[config.mk]
export PLATFORM = sky130hd
export DESIGN_NAME = display_frame_buffer
export DESIGN_NICKNAME = d
export VERILOG_FILES = /design/src/rtl/display_frame_buffer_pkg.sv /design/src/rtl/display_frame_buffer_hex_to_7seg.sv /design/src/rtl/display_frame_buffer.sv
export SDC_FILE = /design/constraint.sdc
export NUM_CORES = 1
export LEC_CHECK = 0
export ABC_AREA = 1
export CORE_MARGIN = 8
export CORE_UTILIZATION = 54
export DETAILED_ROUTE_END_ITERATION = 16
export PLACE_DENSITY = 0.75
export SYNTH_ARGS = -nofsm -noshare
export SYNTH_HDL_FRONTEND = slang
export SYNTH_SLANG_ARGS = --single-unit
[constraint.sdc]
create_clock -name clk -period 2.37 [get_ports clk]
set_input_delay 0.474 -clock clk [delete_from_list [all_inputs] [get_ports clk]]
set_output_delay 0.474 -clock clk [all_outputs]
set_load 0.02 [all_outputs]
[src/rtl/display_frame_buffer_pkg.sv]
// display_frame_buffer_pkg: digit count, segment patterns and the frame
// record shared by the eight-digit frame buffer and its hex decoder.
package display_frame_buffer_pkg;

  localparam int NUM_DIGITS = 8;
  localparam int SEL_W      = 3;
  localparam int DATA_W     = 4 * NUM_DIGITS;

  // Cathode patterns ordered {g,f,e,d,c,b,a}; a 0 lights the segment.
  localparam logic [6:0] SEG_BLANK = 7'h7F;
  localparam logic [6:0] SEG_HEX_0 = 7'b1000000;
  localparam logic [6:0] SEG_HEX_1 = 7'b1111001;
  localparam logic [6:0] SEG_HEX_2 = 7'b0100100;
  localparam logic [6:0] SEG_HEX_3 = 7'b0110000;
  localparam logic [6:0] SEG_HEX_4 = 7'b0011001;
  localparam logic [6:0] SEG_HEX_5 = 7'b0010010;
  localparam logic [6:0] SEG_HEX_6 = 7'b0000010;
  localparam logic [6:0] SEG_HEX_7 = 7'b1111000;
  localparam logic [6:0] SEG_HEX_8 = 7'b0000000;
  localparam logic [6:0] SEG_HEX_9 = 7'b0010000;
  localparam logic [6:0] SEG_HEX_A = 7'b0001000;
  localparam logic [6:0] SEG_HEX_B = 7'b0000011;
  localparam logic [6:0] SEG_HEX_C = 7'b1000110;
  localparam logic [6:0] SEG_HEX_D = 7'b0100001;
  localparam logic [6:0] SEG_HEX_E = 7'b0000110;
  localparam logic [6:0] SEG_HEX_F = 7'b0001110;

  // One complete frame: eight nibbles, the dp mask and the blanking enable.
  typedef struct packed {
    logic [DATA_W-1:0]     data;
    logic [NUM_DIGITS-1:0] dp;
    logic                  blank_lz;
  } frame_t;

  // After reset the display shows a single 0 with blanking enabled.
  localparam frame_t FRAME_RESET = '{data: '0, dp: '0, blank_lz: 1'b1};

endpackage

[src/rtl/display_frame_buffer_hex_to_7seg.sv]
// hex_to_7seg: purely combinational nibble to active-low seven-segment decoder.
module hex_to_7seg
  import display_frame_buffer_pkg::*;
(
  input  logic [3:0] hex_i,
  output logic [6:0] seg_o
);

  // Look up the cathode pattern for the incoming hex digit.
  always_comb begin
    seg_o = SEG_BLANK;
    case (hex_i)
      4'h0: seg_o = SEG_HEX_0;
      4'h1: seg_o = SEG_HEX_1;
      4'h2: seg_o = SEG_HEX_2;
      4'h3: seg_o = SEG_HEX_3;
      4'h4: seg_o = SEG_HEX_4;
      4'h5: seg_o = SEG_HEX_5;
      4'h6: seg_o = SEG_HEX_6;
      4'h7: seg_o = SEG_HEX_7;
      4'h8: seg_o = SEG_HEX_8;
      4'h9: seg_o = SEG_HEX_9;
      4'hA: seg_o = SEG_HEX_A;
      4'hB: seg_o = SEG_HEX_B;
      4'hC: seg_o = SEG_HEX_C;
      4'hD: seg_o = SEG_HEX_D;
      4'hE: seg_o = SEG_HEX_E;
      4'hF: seg_o = SEG_HEX_F;
      default: seg_o = SEG_BLANK;
    endcase
  end

endmodule

[src/rtl/display_frame_buffer.sv]
// display_frame_buffer: double-buffered eight-digit display store. Writes land
// in a shadow frame and are promoted to the active frame only on a 7->0 scan
// wrap, so the multiplexed display never shows a mix of two frames.
module display_frame_buffer
  import display_frame_buffer_pkg::*;
(
  input  logic                  clk,
  input  logic                  reset,
  input  logic [SEL_W-1:0]      seg_sel,
  input  logic                  wr_valid,
  output logic                  wr_ready,
  input  logic [DATA_W-1:0]     wr_data,
  input  logic [NUM_DIGITS-1:0] wr_dp,
  input  logic                  wr_blank_lz,
  output logic [6:0]            seg,
  output logic                  dp,
  output logic                  pending,
  output logic                  frame_done
);

  frame_t                shadow_q, shadow_d;
  frame_t                active_q, active_d;
  logic                  pending_q, pending_d;
  logic [SEL_W-1:0]      prevSel_q;
  logic                  frameDone_q;
  logic                  frameBoundary;
  logic                  writeFire;
  logic                  upperZero;
  logic [NUM_DIGITS-1:0] lzMask;
  logic [3:0]            curNibble;
  logic [6:0]            decodedSeg;

  assign frameBoundary = (prevSel_q == SEL_W'(NUM_DIGITS - 1)) && (seg_sel == '0);
  assign writeFire     = wr_valid && !pending_q;
  assign wr_ready      = !pending_q;
  assign pending       = pending_q;
  assign frame_done    = frameDone_q;

  // Promote a waiting shadow at the wrap, then accept a new write into the
  // shadow; a write is only taken while nothing is waiting, so the two never
  // collide and a write on the wrap cycle waits for the following wrap.
  always_comb begin
    shadow_d  = shadow_q;
    active_d  = active_q;
    pending_d = pending_q;
    if (frameBoundary && pending_q) begin
      active_d  = shadow_q;
      pending_d = 1'b0;
    end
    if (writeFire) begin
      shadow_d  = '{data: wr_data, dp: wr_dp, blank_lz: wr_blank_lz};
      pending_d = 1'b1;
    end
  end

  // State registers; reset drops any waiting frame immediately.
  always_ff @(posedge clk or negedge reset) begin
    if (!reset) begin
      shadow_q    <= FRAME_RESET;
      active_q    <= FRAME_RESET;
      pending_q   <= 1'b0;
      prevSel_q   <= '0;
      frameDone_q <= 1'b0;
    end else begin
      shadow_q    <= shadow_d;
      active_q    <= active_d;
      pending_q   <= pending_d;
      prevSel_q   <= seg_sel;
      frameDone_q <= frameBoundary;
    end
  end

  // Mark digits whose own nibble and every more-significant nibble are zero;
  // digit 0 is never marked so a zero value still shows a single 0.
  always_comb begin
    lzMask    = '0;
    upperZero = 1'b1;
    for (int k = NUM_DIGITS - 1; k >= 1; k--) begin
      upperZero = upperZero && (active_q.data[4*k +: 4] == 4'h0);
      lzMask[k] = upperZero && active_q.blank_lz;
    end
  end

  assign curNibble = active_q.data[{seg_sel, 2'b00} +: 4];

  hex_to_7seg u_hexToSeg (
    .hex_i (curNibble),
    .seg_o (decodedSeg)
  );

  assign seg = lzMask[seg_sel] ? SEG_BLANK : decodedSeg;
  assign dp  = ~active_q.dp[seg_sel];

endmodule
==> results of run 1 <==
## worst reg2reg max path: stages, from the launching register on
cell     delay [ns]
dfrtp_1        0.39
inv_1          0.09
nand2_2        0.08
buf_12         0.24
mux2_2         0.39
## power breakdown
group | switching (mW) | total, mW | internal, mW
Clock | 0.558 | 1.06 | 0.499
Combinational | 0.862 | 1.80 | 0.934
Sequential | 0.297 | 2.38 | 2.09
Total | 1.72 | 5.24 | 3.52
## what timing repair did
item                                    CTS  global route
pin swaps                                13            11
gates resized for setup                  72            16
setup buffers                            11             4
endpoints found under the setup margin    8             8
endpoints found under the hold margin     0             0
## how the worst min path moves through the flow
stage                    to         from  depth (start not counted)  slack (ns)
2_1_floorplan  active_q[10]        reset                          0        0.18
3_3_place_gp    active_q[3]  shadow_q[3]                          2        0.45
3_5_place_dp    active_q[2]  shadow_q[2]                          2        0.45
4_1_cts         shadow_q[5]        reset                          1        0.07
5_1_grt         shadow_q[5]        reset                          1        0.07
6_report       active_q[17]        reset                          1        0.07
## cells in the final DEF, fill, tap and decap left out, types with 4 or more instances in the layout
cell type	netlist	routed
buf_4	2	49
o21ai_0	32	31
inv_1	40	36
buf_12	0	6
mux2_2	37	37
nand2_2	3	9
clkbuf_8	0	9
nor2_2	1	4
dfrtp_1	85	85
nand3_1	41	31
nor2_1	34	31
nand3_2	0	8
nand2_1	136	129
a21oi_1	5	5
inv_2	2	6
clkdlybuf4s50_1	0	45
buf_6	8	9
## registers in the layout (all words and copies together), names as in the netlist
register and cells:
frame_done 1, pending 1, active_q 41, shadow_q 41
prevSel_q 3
## layout make-up
type,count,area [um^2]
Inverter,43,166
Clock inverter,7,80.1
Tap cell,99,124
Multi-Input combinational cell,300,1720
Timing Repair Buffer,113,1070
Fill cell,545,1830
Clock buffer,9,124
Sequential cell,87,2180
## per-layer routing
metal | global-route usage (%) | vias up | wire length [um]
li1 | - | 1636 | -
met2 | 30.0 | 95 | 4570
met5 | 0 | - | 13
met3 | 6.89 | 29 | 525
met4 | 8.57 | 2 | 285
met1 | 22.7 | 1636 | 3930
## kinds of logic (layout without fill, tap and decap cells)
group,count (synthesis),after routing
muxes,37,37
DFF,87,87
adders and majority gates,6,6
AOI/OAI and AO/OA,41,41
and+or+nand+nor,216,216
buffers and inverters,62,172
## metrics by stage
step,utilization (%),hold slack (ns),cell area (um^2),TNS (ns),worst slack (ns)
final,75.0,0.0707,5470,-0.831,-0.181
after global routing,75.0,0.0732,5470,-1.77,-0.326
after CTS,73.8,0.0707,5380,-0.432,-0.0979
after detailed placement,68.8,0.455,5020,-7.54,-1.04
after global placement,68.8,0.446,5020,-6.76,-0.908
after floorplan,-,0.178,4090,0,0.0484
==> reports/metrics.csv, run 1 <==
metric,value,unit
drive_above_1_share,28.3,%
start_util,56.1,%
rrSetupSlack,1.07,ns
async_flop_share,100,%
avgViaCountPerCell,5.16,
cts_tree,built,
via_count,3398,
grt_pass1_wl,15.7,mm
finalPower,5.24,mW
setup_viol,7,
yosys.area_share.simple,21.7,%
critPathMaxFanout,4,
cts_inserted_buffers,9,
critPathLaunchType,flip-flop,
layout_setup_ws,-0.181,ns
h-tree-depth,3,
synthTopCellsByArea,"dfrtp_1 52%, nand2_1 12%, mux2_2 10%",
yosysTopAreaCell,dfrtp_1,
synth.most_common_cell,nand2_1,
place.port_buffers,57,
clk_latency,0.37,ns
hold_violations,0,
cts_root_buf,clkbuf_8,
end_kind,primary output,
synth_mux_area_share,10.2,%
layout.nets,607,
fin_worst_skew,0.0101,ns
antenna_found_initial,1,
synthXorXnorAreaFrac,0,%
status,"finished, violations left",
ant_nets,0,
critPathMaxStageDelay,0.41,ns
seq_area_frac_synth,53.3,%
drv_slew,0,
crit_path_end,seg[5],
ys_types,21,
grt_overflow_total,0,
cp_top_family,simple AND/OR/NAND/NOR gates,
period_share,108,%
cp_num_buf_inv,3,
synth_common_cells,"136 x nand2_1, 85 x dfrtp_1, 41 x nand3_1, 40 x inv_1, 37 x mux2_2",
timing.rr.start,pending,
hpwl,6.48,mm
track_usage,19.0,%
syn_to_final_growth,33.6,%
io_pins,58,
max_cap_violations,0,
power_density,958,mW/mm^2
die-area,0.0106,mm^2
clockBufferDepth,2,
rsz0062_at_grt,true,
critical_path.startpoint,active_q[10],
die_x,103,um
synth_compound_area_share,5.26,%
wl_per_cell,14.2,um
hold_buffers,0,
ff2ff_path_depth,4,
syn_area_per_cell,9.12,um^2
synth_fa_ha_area_share,1.83,%
critPathArrivalTime,2.08,ns
grt_start_max_net_pins,47,
crit_cells,13,
yosysWarnings,0,
rows,31,
clk_pin_slew,0.09,ns
failed_checks,setup timing,
drt_pass1_iterations,4,
synth.top_cell.area_share,52.0,%
core,0.00729,mm^2
ir_drop,0.606,mV
path_class,reg -> out,
clock-sinks,87,
insertedDiodeCount,0,
syn-cell-area,0.00409,mm^2
slew_headroom,66.9,%
dp.cells,627,
path_common_cell,nand2_2,
tightestPinTransition,0.496,ns
required,1.90,ns
r2r_end,shadow_q[15],
leakage,2.67,nW
gp_congestion,0.906,
finalCriticalPeriod,2.55,ns
synth.net_count,502,
synth_cells,449,
grt_pass1_vias,3462,
fmax,0.392,GHz
cp_cell_sequence,"nor2_2, nor2_2, o21ai_1, nand3_1, nand2_2, inv_2, buf_6, ha_4, nand3_4, nand2_2, nand2_2, nand3_2, buf_6",
synth_top_family_by_area,simple AND/OR/NAND/NOR gates,
fin_cells,658,
die_h,103,um
synthFlopType,dfrtp_1,
drc,0,
first_iter_violations,155,
cpMaxStageDelayCell,dfrtp_1,
synth_edf_count,0,
hp-class,in -> async,
ys_ff_latch,87,
wirelength,9.32,mm
Note: power is estimated with default switching activity, not from simulation.
==> run 2, diff against run 1 <==
Settings changed: CORE_MARGIN 8 to unset.
==> reports/metrics.csv, run 2 (same netlist as run 1, synthesis figures left out) <==
metric,value,unit
status,"finished, violations left",
failed_checks,setup timing,
ff2ff_path_depth,7,
grt_start_max_net_pins,47,
whs,0.0608,ns
most-common-layout-cells,"131 x nand2_1, 85 x dfrtp_1, 45 x clkdlybuf4s50_1, 44 x buf_4, 37 x mux2_2",
clockBufferDepth,2,
first_iter_violations,205,
hold_buffers,0,
cts_root_buf,clkbuf_8,
clk_latency,0.36,ns
via_count,3400,
critPathMaxFanout,5,
drt_pass1_iterations,4,
rrSetupSlack,1.07,ns
path_class,reg -> out,
period_share,101,%
io_pins,58,
core,0.00729,mm^2
required,1.90,ns
leakage,2.65,nW
layout_setup_ws,-0.0269,ns
critical_path.startpoint,active_q[34],
place.port_buffers,57,
rows,31,
start_util,56.1,%
grt_overflow_total,0,
fmax,0.417,GHz
antenna_found_initial,0,
ir_drop,0.525,mV
critPathLaunchType,flip-flop,
drc,0,
wirelength,9.16,mm
hpwl,6.42,mm
fin_worst_skew,0.00857,ns
insertedDiodeCount,0,
grt_pass1_wl,15.2,mm
layout_commonest_cell,nand2_1,
seqCellArea,0.00218,mm^2
power_density,949,mW/mm^2
hp-class,in -> async,
clk_pin_slew,0.09,ns
max_cap_violations,0,
die_x,89.1,um
nFillCells,525,
track_usage,25.3,%
setup_viol,2,
multi_input_area,0.00178,mm^2
drive_above_1_share,27.8,%
crit_path_end,seg[1],
critPathArrivalTime,1.92,ns
finalCriticalPeriod,2.40,ns
cts_tree,built,
timing.rr.start,prevSel_q[2],
wl_per_cell,14.1,um
end_kind,primary output,
avgViaCountPerCell,5.21,
rsz0062_at_grt,true,
layout.nets,601,
syn_to_final_growth,33.2,%
h-tree-depth,3,
r2r_end,active_q[27],
ant_nets,0,
grt_pass1_vias,3468,
slew_headroom,68.2,%
tightestPinTransition,0.478,ns
die_h,89.1,um
hold_violations,0,
cts_inserted_buffers,9,
post-place-ws,-1.02,ns
gp_congestion,0.840,
top_regs,"active_q (41), shadow_q (41), prevSel_q (3)",
die-area,0.00793,mm^2
drv_slew,0,
clock-sinks,87,
run 2: cell count changes in the layout (fill, tap and decap cells not counted), moves of 2 or more:
cell     delta
buf_4       -5
ha_4        +3
ha_2        -2
nand3_1     -2
nand2_4     +2
nand2_2     -4
buf_12      -2
nand2_1     +2
run 2: final cells by class:
cell class              instances  area share, %
clock inverters                 5           1.06
repair buffers                107           18.3
well taps                      99           2.27
multi-input cells             300           32.7
flip-flops and latches         87           40.0
clock buffers                  11           2.59
inverters                      43           3.10
run 2: timing repair:
action | 4_1_cts | 5_1_grt
cloned | 1 | 0
endpoints found under the hold margin | 0 | 0
gates resized for setup | 81 | 17
setup buffers | 3 | 3
setup endpoints to repair | 8 | 7
pin swaps | 12 | 12
run 2: critical path, stage by stage (launching register included):
cell,delay [ns]
dfrtp_1,0.40
inv_2,0.07
nand2_1,0.05
o211ai_1,0.07
nand3_1,0.13
nand2_4,0.17
ha_4,0.23
nand3_4,0.06
nor2_2,0.04
nor2_1,0.12
nand2_1,0.08
buf_6,0.13
run 2: layer usage:
metal / vias up / track usage, % / share of wire [%]
met5: - / 0 / 0
met4: 0 / 10.7 / 2.1
met3: 17 / 3.88 / 4.1
met2: 84 / 43.6 / 51
met1: 1668 / 31.9 / 42
li1: 1631 / - / -
run 2: report_power, final:
part           internal (mW)  leakage (nW)  total [mW]  switching [mW]
clock                  0.516         0.103        1.03           0.518
combinational          0.894          1.50        1.75           0.854
sequential              2.09          1.04        2.39           0.304
total                   3.50          2.65        5.18            1.68
run 2: worst min-delay path by stage:
stage                     slack (ns)           end  cells past startpoint
final                           0.06  shadow_q[21]                      1
after global routing             0.1  shadow_q[17]                      1
after CTS                       0.08  shadow_q[22]                      1
after detailed placement        0.45   active_q[3]                      2
after global placement          0.45   active_q[3]                      2
after floorplan                 0.18  active_q[10]                      0
run 2: stage by stage:
step / util, % / std cells / instance area [um^2] / setup TNS, ns / power [mW]
2_1_floorplan: - / 449 / 4090 / 0 / 3.35
3_3_place_gp: 68.7 / 629 / 5010 / -6.58 / 3.91
3_5_place_dp: 68.7 / 629 / 5010 / -7.36 / 4.00
4_1_cts: 73.4 / 649 / 5350 / -0.0319 / 5.10
5_1_grt: 74.8 / 652 / 5450 / -0.581 / 5.50
6_report: 74.8 / 652 / 5450 / -0.0393 / 5.18
